### src/rtl/timer_scheduler_pkg.sv
// Shared types and constants for the deadline scheduler
// that sits in front of the machine timer.
package timer_scheduler_pkg;

  localparam int NUM_TIMER_SLOTS = 4;

  typedef enum logic [2:0] {
    S_IDLE,
    S_EXPIRE,
    S_SCAN,
    S_WR_HI_MAX,
    S_WR_LO,
    S_WR_HI
  } timer_sched_state_t;

  localparam logic [1:0] MTIME_ADDR_TIME_LO = 2'd0;
  localparam logic [1:0] MTIME_ADDR_TIME_HI = 2'd1;
  localparam logic [1:0] MTIME_ADDR_CMP_LO  = 2'd2;
  localparam logic [1:0] MTIME_ADDR_CMP_HI  = 2'd3;

  localparam logic [63:0] MTIMECMP_DISABLED = 64'hFFFF_FFFF_FFFF_FFFF;

endpackage

### src/rtl/timer_slot_bank.sv
// Deadline/armed storage with a config write port, per-slot
// expiry compare and an indexed read port for the scanner.
module timer_slot_bank #(
  parameter int NUM_SLOTS = 4,
  parameter int SLOT_W    = $clog2(NUM_SLOTS)
) (
  input  logic                 clk,
  input  logic                 rst,
  input  logic                 wr_en,
  input  logic [SLOT_W-1:0]    wr_slot,
  input  logic                 wr_arm,
  input  logic [63:0]          wr_deadline,
  input  logic [NUM_SLOTS-1:0] expire_clr,
  input  logic [63:0]          now,
  input  logic [SLOT_W-1:0]    rd_idx,
  output logic [NUM_SLOTS-1:0] armed,
  output logic [NUM_SLOTS-1:0] expired,
  output logic                 rd_armed,
  output logic [63:0]          rd_deadline
);

  logic [63:0] deadline [NUM_SLOTS];

  // A config write to a slot overrides its expiry clear.
  always_ff @(posedge clk or posedge rst) begin
    if (rst) begin
      armed <= '0;
      for (int i = 0; i < NUM_SLOTS; i++) begin
        deadline[i] <= '0;
      end
    end else begin
      armed <= armed & ~expire_clr;
      if (wr_en) begin
        armed[wr_slot] <= wr_arm;
        if (wr_arm) begin
          deadline[wr_slot] <= wr_deadline;
        end
      end
    end
  end

  always_comb begin
    expired = '0;
    for (int i = 0; i < NUM_SLOTS; i++) begin
      expired[i] = armed[i] && (deadline[i] <= now);
    end
  end

  assign rd_armed    = armed[rd_idx];
  assign rd_deadline = deadline[rd_idx];

endmodule

### src/rtl/timer_scheduler.sv
// Multiplexes one machine timer into NUM_SLOTS one-shot
// deadlines and owns the timer's compare-register bus port.
module timer_scheduler
  import timer_scheduler_pkg::*;
#(
  parameter int NUM_SLOTS = NUM_TIMER_SLOTS,
  parameter int SLOT_W    = $clog2(NUM_SLOTS)
) (
  input  logic                 clk,
  input  logic                 rst,
  input  logic                 cfg_wr_en,
  input  logic [SLOT_W-1:0]    cfg_slot,
  input  logic                 cfg_arm,
  input  logic [63:0]          cfg_deadline,
  input  logic [NUM_SLOTS-1:0] pend_clr,
  output logic [NUM_SLOTS-1:0] pending,
  output logic [NUM_SLOTS-1:0] armed,
  output logic                 irq,
  output logic                 busy,
  output logic                 mt_rd_en,
  output logic                 mt_wr_en,
  output logic [1:0]           mt_addr,
  output logic [31:0]          mt_wr_data,
  output logic [3:0]           mt_wr_strobe,
  input  logic [63:0]          mt_time,
  input  logic                 mt_irq
);

  localparam logic [SLOT_W-1:0] LAST = SLOT_W'(NUM_SLOTS - 1);

  timer_sched_state_t state, state_next;

  logic [SLOT_W-1:0]    idx;
  logic [63:0]          best;
  logic                 dirty;
  logic                 scan_entry;
  logic [NUM_SLOTS-1:0] expired;
  logic [NUM_SLOTS-1:0] expire_clr;
  logic [NUM_SLOTS-1:0] pend_set;
  logic [NUM_SLOTS-1:0] pend_next;
  logic [NUM_SLOTS-1:0] cfg_hit;
  logic                 rd_armed;
  logic [63:0]          rd_deadline;

  timer_slot_bank #(
    .NUM_SLOTS (NUM_SLOTS),
    .SLOT_W    (SLOT_W)
  ) u_bank (
    .clk         (clk),
    .rst         (rst),
    .wr_en       (cfg_wr_en),
    .wr_slot     (cfg_slot),
    .wr_arm      (cfg_arm),
    .wr_deadline (cfg_deadline),
    .expire_clr  (expire_clr),
    .now         (mt_time),
    .rd_idx      (idx),
    .armed       (armed),
    .expired     (expired),
    .rd_armed    (rd_armed),
    .rd_deadline (rd_deadline)
  );

  always_comb begin
    cfg_hit = '0;
    if (cfg_wr_en) begin
      cfg_hit[cfg_slot] = 1'b1;
    end
  end

  always_comb begin
    state_next = state;
    expire_clr = '0;
    pend_set   = '0;
    unique case (state)
      S_IDLE: begin
        if (mt_irq && |expired) begin
          state_next = S_EXPIRE;
        end else if (dirty) begin
          state_next = S_SCAN;
        end
      end
      S_EXPIRE: begin
        expire_clr = expired;
        pend_set   = expired & ~cfg_hit;
        state_next = S_SCAN;
      end
      S_SCAN: begin
        if (idx == LAST) begin
          state_next = S_WR_HI_MAX;
        end
      end
      S_WR_HI_MAX: state_next = S_WR_LO;
      S_WR_LO:     state_next = S_WR_HI;
      S_WR_HI:     state_next = S_IDLE;
      default:     state_next = S_IDLE;
    endcase
  end

  assign scan_entry = (state_next == S_SCAN) && (state != S_SCAN);
  assign pend_next  = (pending & ~pend_clr) | pend_set;

  always_ff @(posedge clk or posedge rst) begin
    if (rst) begin
      state   <= S_IDLE;
      dirty   <= 1'b0;
      pending <= '0;
      irq     <= 1'b0;
    end else begin
      state   <= state_next;
      dirty   <= cfg_wr_en | (dirty & ~scan_entry);
      pending <= pend_next;
      irq     <= |pend_next;
    end
  end

  // Strict less-than keeps the lower index on ties.
  always_ff @(posedge clk or posedge rst) begin
    if (rst) begin
      idx  <= '0;
      best <= '0;
    end else if (scan_entry) begin
      idx  <= '0;
      best <= MTIMECMP_DISABLED;
    end else if (state == S_SCAN) begin
      idx <= idx + 1'b1;
      if (rd_armed && (rd_deadline < best)) begin
        best <= rd_deadline;
      end
    end
  end

  // Bus outputs follow the state being entered.
  always_ff @(posedge clk or posedge rst) begin
    if (rst) begin
      mt_wr_en   <= 1'b0;
      mt_addr    <= '0;
      mt_wr_data <= '0;
    end else begin
      mt_wr_en   <= 1'b0;
      mt_addr    <= '0;
      mt_wr_data <= '0;
      unique case (state_next)
        S_WR_HI_MAX: begin
          mt_wr_en   <= 1'b1;
          mt_addr    <= MTIME_ADDR_CMP_HI;
          mt_wr_data <= MTIMECMP_DISABLED[63:32];
        end
        S_WR_LO: begin
          mt_wr_en   <= 1'b1;
          mt_addr    <= MTIME_ADDR_CMP_LO;
          mt_wr_data <= best[31:0];
        end
        S_WR_HI: begin
          mt_wr_en   <= 1'b1;
          mt_addr    <= MTIME_ADDR_CMP_HI;
          mt_wr_data <= best[63:32];
        end
        default: ;
      endcase
    end
  end

  assign busy         = (state != S_IDLE);
  assign mt_rd_en     = 1'b0;
  assign mt_wr_strobe = {4{mt_wr_en}};

endmodule

### config.mk
export PLATFORM = sky130hd
export DESIGN_NAME = timer_scheduler
export DESIGN_NICKNAME = d
export VERILOG_FILES = /design/src/rtl/timer_scheduler_pkg.sv /design/src/rtl/timer_slot_bank.sv /design/src/rtl/timer_scheduler.sv
export SDC_FILE = /design/constraint.sdc
export NUM_CORES = 1
export LEC_CHECK = 0
export ABC_AREA = 1
export CAP_MARGIN = 20
export CORE_ASPECT_RATIO = 1.25
export CORE_MARGIN = 5
export CORE_UTILIZATION = 59
export CTS_CLUSTER_SIZE = 25
export DETAILED_ROUTE_END_ITERATION = 16
export HOLD_SLACK_MARGIN = 0.1
export PLACE_DENSITY = 0.9
export SLEW_MARGIN = 20
export SYNTH_ARGS = -nofsm -noshare
export SYNTH_HDL_FRONTEND = slang
export SYNTH_SLANG_ARGS = --single-unit
### constraint.sdc
create_clock -name clk -period 13 [get_ports clk]
set_input_delay 1.3 -clock clk [delete_from_list [all_inputs] [get_ports clk]]
set_output_delay 1.3 -clock clk [all_outputs]
set_load 0.005 [all_outputs]
-- Word-level counts from Yosys, hierarchy flattened
Index checks and enable logic that the tools add are counted.
- bits in registers: 370
- input port bits: 139
- output and inout port bits: 50
- logic and storage cells: 94
- $add $sub $neg: 1
- magnitude comparators: 11
- eq/ne operators: 10
- mux-type cells: 27
- bitwise logic cells: 12
- reduce and logical (&&, ||, !) cells: 19
- operators by type and width (cell ; number):
    2-to-1 mux 64 bit ; 6
    bitwise mux 256 bit ; 1
    less-or-equal comparator 64 bit ; 4
    binary-select mux 64 bit (select 2 bit) ; 1
    demux 64 bit (select 2 bit) ; 1
    case mux 32 bit (3 select lines) ; 1
    less-than comparator 64 bit ; 1
    2-to-1 mux 4 bit ; 4
    case mux 3 bit (5 select lines) ; 1
    bitwise AND 4 bit ; 3
    equality test 3 x 2 -> 1 bit, second input constant ; 4
    NOT 4 bit ; 3
    equality test 3 bit, second input constant ; 3
    logical AND 1 bit ; 9
    2-to-1 mux 3 bit ; 3
    OR reduction 4 bit ; 2
    >= comparator 3 bit, second input constant ; 2
    less-than comparator 2 x 3 -> 1 bit, second input constant ; 2
    NOT 2 -> 3 bit ; 2
    bitwise mux 4 bit ; 1
    2-to-1 mux 2 bit ; 2
    OR 4 bit ; 1
    case mux 2 bit (2 select lines) ; 1
    AND reduction 2 bit ; 2
    other kinds (17) ; 20

-- Depth between registers and ports, before layout
Gate-level depths: netlist of run 1.
- word-level depth: 11
- depth in mapped cells: 27
- mapped depth without buffers: 26

-- Cells and area by module
From an unflattened synthesis of run 1, not the netlist that was laid out.
- cell total of the unflattened synthesis: 2973
- area, all modules: 23720.2 µm²
- modules (own cells, without submodules) (module ; times used ; cells an instance ; area each (µm²) ; sequential area each (µm²)):
    timer_slot_bank ; 1 ; 2200 ; 17336.6 ; 6506.2
    timer_scheduler ; 1 ; 773 ; 6383.6 ; 2752.6

-- Worst setup path after synthesis of run 1
OpenSTA, ideal clock, no wires.
- kind: input to register
- start point: input port mt_time[63]
- end point: register best[10]
- library setup time: 124 ps
- arrival time: 3101 ps
- required time: 12876 ps
- path slack: 9775 ps
- stages on the path: 21
- buffers on the path: 2
- cells stage by stage: inv_1 ha_1 nand2_1 inv_1 nand3_1 nor3_2 inv_1 nor3_2 nand4_1 nand2_1 nand2_1 nand2_1 inv_1 nand2_1 nand3_1 nand2_1 inv_1 nand3_2 buf_6 buf_6 nand3_1
- longest elaborated chain between the ends: 10
- elaborated cells on any way between the ends: 18
- classes of those cells: order compare (4); eq/ne (1); mux (3); reduce/logical (10)
- ends and longest elaborated chain (element ; line ; text):
    from (decl) ; timer_scheduler.sv:25 ; input logic [63:0] mt_time,
    less-or-equal comparator 64 bit ; timer_slot_bank.sv:45 ; expired[i] = armed[i] && (deadline[i] <= now);
    logical AND 1 bit ; timer_slot_bank.sv:45 ;
    OR reduction 4 bit * ; timer_scheduler.sv:77 ; if (mt_irq && |expired) begin
    logical AND 1 bit * ; timer_scheduler.sv:77 ;
    2-to-1 mux 3 bit * ; timer_scheduler.sv:77 ;
    case mux 3 bit (5 select lines) * ; timer_scheduler.sv:75 ; unique case (state)
    net state_next[0] ; timer_scheduler.sv:31 ; timer_sched_state_t state, state_next;
    equality test 3 x 2 -> 1 bit * ; timer_scheduler.sv:100 ; assign scan_entry = (state_next == S_SCAN) && (state != S_SCAN);
    logical AND 1 bit * ; timer_scheduler.sv:100 ;
    nonzero test 2 bit (no source line) ; n/a ;
    AND reduction 2 bit (no source line) ; n/a ;
    to (signal assigned) ; timer_scheduler.sv:128 ; best <= rd_deadline;
    to (decl) ; timer_scheduler.sv:34 ; logic [63:0] best;
Mark *: on every way through the listed nets, which the timed path passes. The rest lies on a longest branch.
A chain may end at the register's enable or synchronous reset.

-- Worst setup path in the final report of run 1
- start point: register idx[0]
- end point: register best[23]
- longest elaborated chain between the ends: 8
- elaborated cells on any way between the ends: 19
- classes of those cells: order compare (1); eq/ne (2); mux (10); bitwise (1); reduce/logical (5)
- ends and longest elaborated chain (element ; line ; text):
    from (decl) ; timer_scheduler.sv:33 ; logic [SLOT_W-1:0] idx;
    from (signal assigned) ; timer_scheduler.sv:126 ; idx <= idx + 1'b1;
    NOT 2 -> 3 bit (not written as such) ; timer_slot_bank.sv:50 ; assign rd_deadline = deadline[rd_idx];
    binary-select mux 64 bit (select 2 bit) ; timer_slot_bank.sv:50 ;
    2-to-1 mux 64 bit (not written as such) (2 in series) ; timer_slot_bank.sv:50 ;
    less-than comparator 64 bit ; timer_scheduler.sv:127 ; if (rd_armed && (rd_deadline < best)) begin
    logical AND 1 bit ; timer_scheduler.sv:127 ;
    nonzero test 2 bit (no source line) ; n/a ;
    AND reduction 2 bit (no source line) ; n/a ;
Parallel ways exist; a longest one is shown, timed or not. The select of a mux whose other input is x is not followed.

==> run_results.csv, run 1 <==
group,metric,value,unit
cts,cts_resized,0,
critical_path,required,13370,ps
global_routing,grt_pass1_vias,22000,
yosys,ys_seq_area_share,40.2,%
drt,routed_via_density,6.24,
final_layout,diodes,0,
yosys,syn_avg_cell_area,8.08,um2
drt,ant_nets,0,
floorplanning,start_util,59.3,%
sta,final.setup.worst_slack,7100,ps
drt,drt_iter0_drc,2372,
sta,relSlewSlack,22.8,%
cts,cts.hold.buffers_added,0,
global_routing,track_usage,32.4,%
final_layout,layout_common_cells,"664 x nand2_1, 453 x o21ai_0, 368 x dfrtp_1, 320 x ha_1, 270 x inv_1",
placed_design,dp_hpwl,51000,um
pwr,irDropWorstVdd,0.140,mV
critical_path,crit_path_end_kind,"flop",
final_layout,final_nets,3420,
yosys,synth_cells,2851,
cts,clockBufferDepth,3,
floorplanning,rows,81,
final_layout,drive_above_1_share,3.31,%
yosys,synth_cell_type_count,43,
yosys,synth-edff-count,0,
min_path,hold_start,"dirty$_DFF_PP0_",
drt,wl_per_cell,20.5,um
sta,rsz0062_at_grt,"false",
critical_path,cp_num_buf_inv,3,
critical_path,crit_cells,16,
critical_path,start_kind,"flop",
sta,fin_skew,23.1,ps
sta,drv_slew,0,
final_layout,nFillCells,2975,
yosys,synth_flop_cell,"dfrtp_1",
yosys,yosysWarnings,0,
min_path,hold-path-endpoint,"dirty$_DFF_PP0_",
critical_path,crit_top_cell,"nand2_1",
yosys,synth.top_cell.area_share,40.2,%
critical_path,critPathMaxFanout,97,
drt,routed_wl,71400,um
cts,clock_latency,550,ps
pwr,power.leakage,13.5,nW
floorplanning,die_y,231,um
critical_path,cp.arrival,6270,ps
floorplanning,die_x,187,um
global_routing,grt_max_degree,98,
placed_design,dp_slack,7380,ps
cts,clk_pin_slew,60,ps
sta,fmax,170,MHz
cts,cts_tree,"built",
yosys,ys_seq_elements,370,
placed_design,port-buffer-count,187,
critical_path,timing.rr.end,"best[23]$_DFFE_PP0P_",
cts,cts_buffers,38,
critical_path,ff2ff_setup_slack,7100,ps
yosys,syn_nets,3310,
global_routing,grt_pass1_wl,114000,um
floorplanning,ios,189,
placed_design,gp_congestion,0.988,
critical_path,crit_slowest_cell,"clkinv_2",
drt,drc_errors,0,
critical_path,critPathMaxStageDelay,940,ps
yosys,async_reset_ff_share,100,%
yosys,synth_area,23000,um2
sta,min_period,5900,ps
final_layout,area_growth,13.9,%
floorplanning,core,38800,um2
critical_path,crit_path_cell_trace,"clkinv_2, buf_4, o21ai_0, o22ai_1, ha_1, nand2_1, nor2_1, nand4_1, nor4_1, nand2_1, nand2_1, nand2_2, nand2_4, inv_2, nand2_1, nand3_1",
sta,fin_setup_tns,0,ps
drt,drt_pass1_iterations,8,
critical_path,rr_worst_depth,16,
final_layout,final_common_cell,"nand2_1",
critical_path,worstSetupPathType,"reg -> reg",
critical_path,path_delay_family,"buffers and inverters",
final_layout,multi_input_area,12100,um2
min_path,min_path_type,"reg -> reg",
yosys,synth_area_leaders,"dfrtp_1 40%, ha_1 17%, nand2_1 11%, o21ai_0 9.8%, inv_1 4.4%",
placed_design,place_area,25100,um2
sta,setup_viol,0,
floorplanning,dieArea,43100,um2
sta,hold_viol,0,
pwr,power,4.95,mW
drt,vias,21700,
run,maxCapViolCount,0,
pwr,p_per_area,189,nW/um2
global_routing,grt_overflow,0,
min_path,hold_path_depth,2,
cts,post_cts_buffers,0,
final_layout,fin_area,26200,um2
sta,worst_slew_pin_slew,1160,ps
yosys,yosysTopAreaCell,"dfrtp_1",
final_layout,register_area,9260,um2
cts,cts_sinks,370,
run_status,outcome,"completed",
cts,root_buffer,"clkbuf_16",
critical_path,worstReg2RegStart,"idx[0]$_DFFE_PP0P_",
placed_design,placed_cells,3419,
sta,timing.final.crit_share,45.4,%
cts,ctsHtreeMaxLevel,2,
final_layout,layout.cells.non_filler,3486,
global_routing,antenna_found_initial,0,
[cells by family after synthesis]
family,count (synthesis),synth area share [%]
AOI/OAI and AO/OA,754,17.7
adders and majority gates,320,17.4
buffers and inverters,406,7.16
DFF,370,40.2
other,1,0.0163
and+or+nand+nor,1000,17.5
[power by group]
group	leakage, nW	switching (mW)	internal (mW)	total (mW)
Clock	0.582	0.465	0.596	1.06
Sequential	4.49	0.272	1.43	1.71
Combinational	8.44	1.40	0.779	2.18
[synth_stat cells, types with 29 or more instances]
| master | instances |
|---|---|
| dfrtp_1 | 370 |
| o22ai_1 | 66 |
| nand3_1 | 63 |
| o221ai_1 | 32 |
| nand2_1 | 668 |
| inv_1 | 271 |
| ha_1 | 320 |
| nor2_1 | 200 |
| clkbuf_1 | 104 |
| o21ai_0 | 453 |
| nand4_1 | 29 |
| a21oi_1 | 158 |
[how the worst max path moves through the flow]
stage	start	slack, ps	end
floorplan	rst	1430	best[0]$_DFFE_PP0P_
global placement	idx[0]$_DFFE_PP0P_	7520	best[30]$_DFFE_PP0P_
detailed placement	idx[0]$_DFFE_PP0P_	7380	best[23]$_DFFE_PP0P_
CTS	idx[0]$_DFFE_PP0P_	7320	best[7]$_DFFE_PP0P_
global route	idx[0]$_DFFE_PP0P_	6730	best[2]$_DFFE_PP0P_
finish	idx[0]$_DFFE_PP0P_	7100	best[23]$_DFFE_PP0P_
[stage by stage]
stage | util [%] | hold WS (ps)
6_report | 67.6 | 464
5_1_grt | 67.6 | 492
4_1_cts | 67.5 | 465
3_5_place_dp | 64.5 | 450
3_3_place_gp | 64.5 | 449
2_1_floorplan | - | 434
[routing by layer]
| layer | wire length [um] | GRT usage (%) |
|---|---|---|
| met1 | 25300 | 37.9 |
| met2 | 33400 | 53.2 |
| met3 | 6580 | 6.91 |
| met4 | 6060 | 22.6 |
| met5 | 0 | 0 |
[worst register-to-register path, stage by stage, from the launching register on]
cell and delay, ps:
dfrtp_4 890, clkinv_2 950, buf_4 650, o21ai_0 300
o22ai_1 170, ha_1 350, nand2_1 70, nor2_1 150
nand4_1 130, nor4_1 230, nand2_1 100, nand2_1 120
nand2_2 80, nand2_4 680, inv_2 580, nand2_1 190
nand3_1 90
[registers in the layout (all words and copies together) (netlist names)]
signal,flops
best,64
dirty,1
idx,2
irq,1
mt_addr,2
mt_wr_data,32
mt_wr_en,1
pending,4
state,3
u_bank.armed,4
u_bank.deadline,256
[layout make-up]
class	count	share of cell area [%]
Inverter	274	3.96
Tap cell	498	2.38
Clock inverter	12	0.353
Sequential cell	370	35.3
Clock buffer	55	4.10
Timing Repair Buffer	202	7.58
Multi-Input combinational cell	2075	46.3
Note: power is estimated with default switching activity, not from simulation.
==> run 2, diff against run 1 <==
==> constraint.sdc (replaced) <==
create_clock -name clk -period 5.8 [get_ports clk]
set_input_delay 0.58 -clock clk [delete_from_list [all_inputs] [get_ports clk]]
set_output_delay 0.58 -clock clk [all_outputs]
set_load 0.005 [all_outputs]
==> run_results.csv, run 2 (synthesis results as in run 1) <==
group,metric,value,unit
run_status,outcome,"completed",
pwr,p_per_area,428,nW/um2
global_routing,grt_pass1_vias,21700,
run,maxCapViolCount,0,
final_layout,postLayoutCoreUtil,68.1,%
floorplanning,die_x,187,um
cts,cts.hold.buffers_added,0,
final_layout,top_regs,"u_bank.deadline: 256 flops, best: 64 flops, mt_wr_data: 32 flops",
global_routing,track_usage,31.5,%
sta,fmax,228,MHz
cts,root_buffer,"clkbuf_16",
pwr,irDropWorstVdd,0.264,mV
sta,relSlewSlack,35.7,%
cts,ctsHtreeMaxLevel,2,
placed_design,gp_congestion,0.950,
critical_path,ff2ff_setup_slack,1420,ps
final_layout,layout_common_cells,"665 x nand2_1, 453 x o21ai_0, 368 x dfrtp_1, 320 x ha_1, 270 x inv_1",
final_layout,layout.cells.non_filler,3495,
cts,post_cts_buffers,0,
critical_path,crit_path_cell_trace,"clkinv_2, buf_4, o21ai_0, o22ai_1, ha_1, a21oi_1, o21ai_0, nand3_1, nand2_1, nand2_1, a21oi_1, a211oi_1, nand2_1, nand2_2, nand2_4, buf_4, o21ai_0, nand2_1",
cts,clockBufferDepth,3,
final_layout,final_nets,3427,
placed_design,dp_hpwl,50500,um
critical_path,worstSetupPathType,"reg -> reg",
floorplanning,die_y,231,um
cts,cts_buffers,38,
floorplanning,start_util,59.3,%
critical_path,required,6240,ps
critical_path,crit_top_cell,"nand2_1",
critical_path,crit_path_end_kind,"flop",
pwr,power,11.3,mW
global_routing,grt_pass1_wl,111000,um
critical_path,path_delay_family,"compound AO/OA/AOI/OAI gates",
floorplanning,rows,81,
min_path,min_path_type,"in -> async",
final_layout,top_register,"u_bank.deadline",
cts,cts_tree,"built",
global_routing,antenna_found_initial,0,
drt,drc_errors,0,
global_routing,grt_max_degree,134,
pwr,power.leakage,13.6,nW
cts,cts_resized,0,
critical_path,critPathMaxStageDelay,660,ps
placed_design,port-buffer-count,187,
floorplanning,core,38800,um2
drt,drt_pass1_iterations,7,
critical_path,crit_slowest_cell,"dfrtp_4",
critical_path,cp_num_buf_inv,3,
sta,fin_skew,35.3,ps
critical_path,rr_worst_depth,18,
sta,setup_viol,0,
sta,worst_slew_pin_slew,965,ps
drt,routed_via_density,6.16,
sta,hold_viol,0,
global_routing,grt_overflow,0,
final_layout,diodes,0,
critical_path,critPathMaxFanout,54,
placed_design,placed_cells,3426,
drt,vias,21500,
floorplanning,dieArea,43100,um2
sta,rsz0062_at_grt,"false",
sta,min_period,4380,ps
final_layout,area_growth,14.8,%
final_layout,largest_reg_flops,256,
sta,timing.final.crit_share,75.5,%
drt,routed_wl,69300,um
sta,drv_slew,0,
drt,ant_nets,0,
critical_path,cp.arrival,4820,ps
drt,drt_iter0_drc,2124,
final_layout,nFillCells,2995,
final_layout,final_common_cell,"nand2_1",
floorplanning,ios,189,
critical_path,timing.rr.end,"best[49]$_DFFE_PP0P_",
critical_path,worstReg2RegStart,"idx[0]$_DFFE_PP0P_",
cts,clock_latency,560,ps
drt,wl_per_cell,19.8,um
critical_path,start_kind,"flop",
final_layout,drive_above_1_share,3.74,%
cts,clk_pin_slew,70,ps
cts,cts_sinks,370,
sta,fin_setup_tns,0,ps
[run 2: changes by cell type in the layout (fill, tap and decap cells not counted), moves of 2 or more]
| cell | previous run | this run |
|---|---|---|
| clkinvlp_4 | 0 | 3 |
| bufinv_16 | 1 | 3 |
| clkbuf_8 | 4 | 11 |
| clkinv_2 | 11 | 7 |
| buf_12 | 0 | 2 |
| clkbuf_1 | 12 | 7 |
| buf_4 | 14 | 18 |
[run 2: worst max path at each step]
stage                  startpoint                   end  slack [ps]  depth (start not counted)
6_report       idx[0]$_DFFE_PP0P_  best[49]$_DFFE_PP0P_        1420                         18
5_1_grt        idx[0]$_DFFE_PP0P_  best[35]$_DFFE_PP0P_        1130                         19
4_1_cts        idx[0]$_DFFE_PP0P_  best[49]$_DFFE_PP0P_        1570                         16
3_5_place_dp   idx[0]$_DFFE_PP0P_  best[49]$_DFFE_PP0P_        1560                         16
3_3_place_gp   idx[0]$_DFFE_PP0P_  best[50]$_DFFE_PP0P_        1720                         16
2_1_floorplan                 rst   best[0]$_DFFE_PP0P_         250                          1
[run 2: power breakdown]
part | switching [mW] | total (mW) | internal [mW]
registers | 0.574 | 3.79 | 3.21
logic | 3.15 | 4.93 | 1.77
clock network | 1.08 | 2.59 | 1.51
total | 4.80 | 11.3 | 6.50
[run 2: worst register-to-register path, stage by stage, from the launching register on]
cell and delay [ps]:
dfrtp_4 660, clkinv_2 180, buf_4 480, o21ai_0 170, o22ai_1 350, ha_1 330, a21oi_1 160, o21ai_0 100
nand3_1 70, nand2_1 70, nand2_1 60, a21oi_1 60, a211oi_1 270, nand2_1 160, nand2_2 100, nand2_4 260
buf_4 430, o21ai_0 290, nand2_1 80
[run 2: final cells by class]
type                       count  area (um2)  share of cell area [%]
multi-input combinational   2075       12100                    45.9
sequential                   370        9260                    35.0
timing repair buffer         209        2070                    7.83
clock buffer                  57        1150                    4.36
inverter                     274        1030                    3.91
tap                          498         623                    2.36
clock inverter                12         150                   0.568
[run 2: routing by layer]
| layer | up-vias | wire [um] | GRT usage [%] |
|---|---|---|---|
| met3 | 313 | 5710 | 5.54 |
| li1 | 9862 | - | - |
| met1 | 10200 | 25200 | 37.0 |
| met5 | - | 0 | 0 |
| met4 | 0 | 4740 | 19.8 |
| met2 | 1199 | 33700 | 53.5 |
[run 2: through the flow]
step | area, um2 | hold WS [ps] | setup slack [ps]
floorplan | 23000 | 434 | 254
global placement | 25100 | 450 | 1720
detailed placement | 25100 | 482 | 1560
CTS | 26400 | 318 | 1570
global route | 26400 | 328 | 1130
finish | 26400 | 326 | 1420
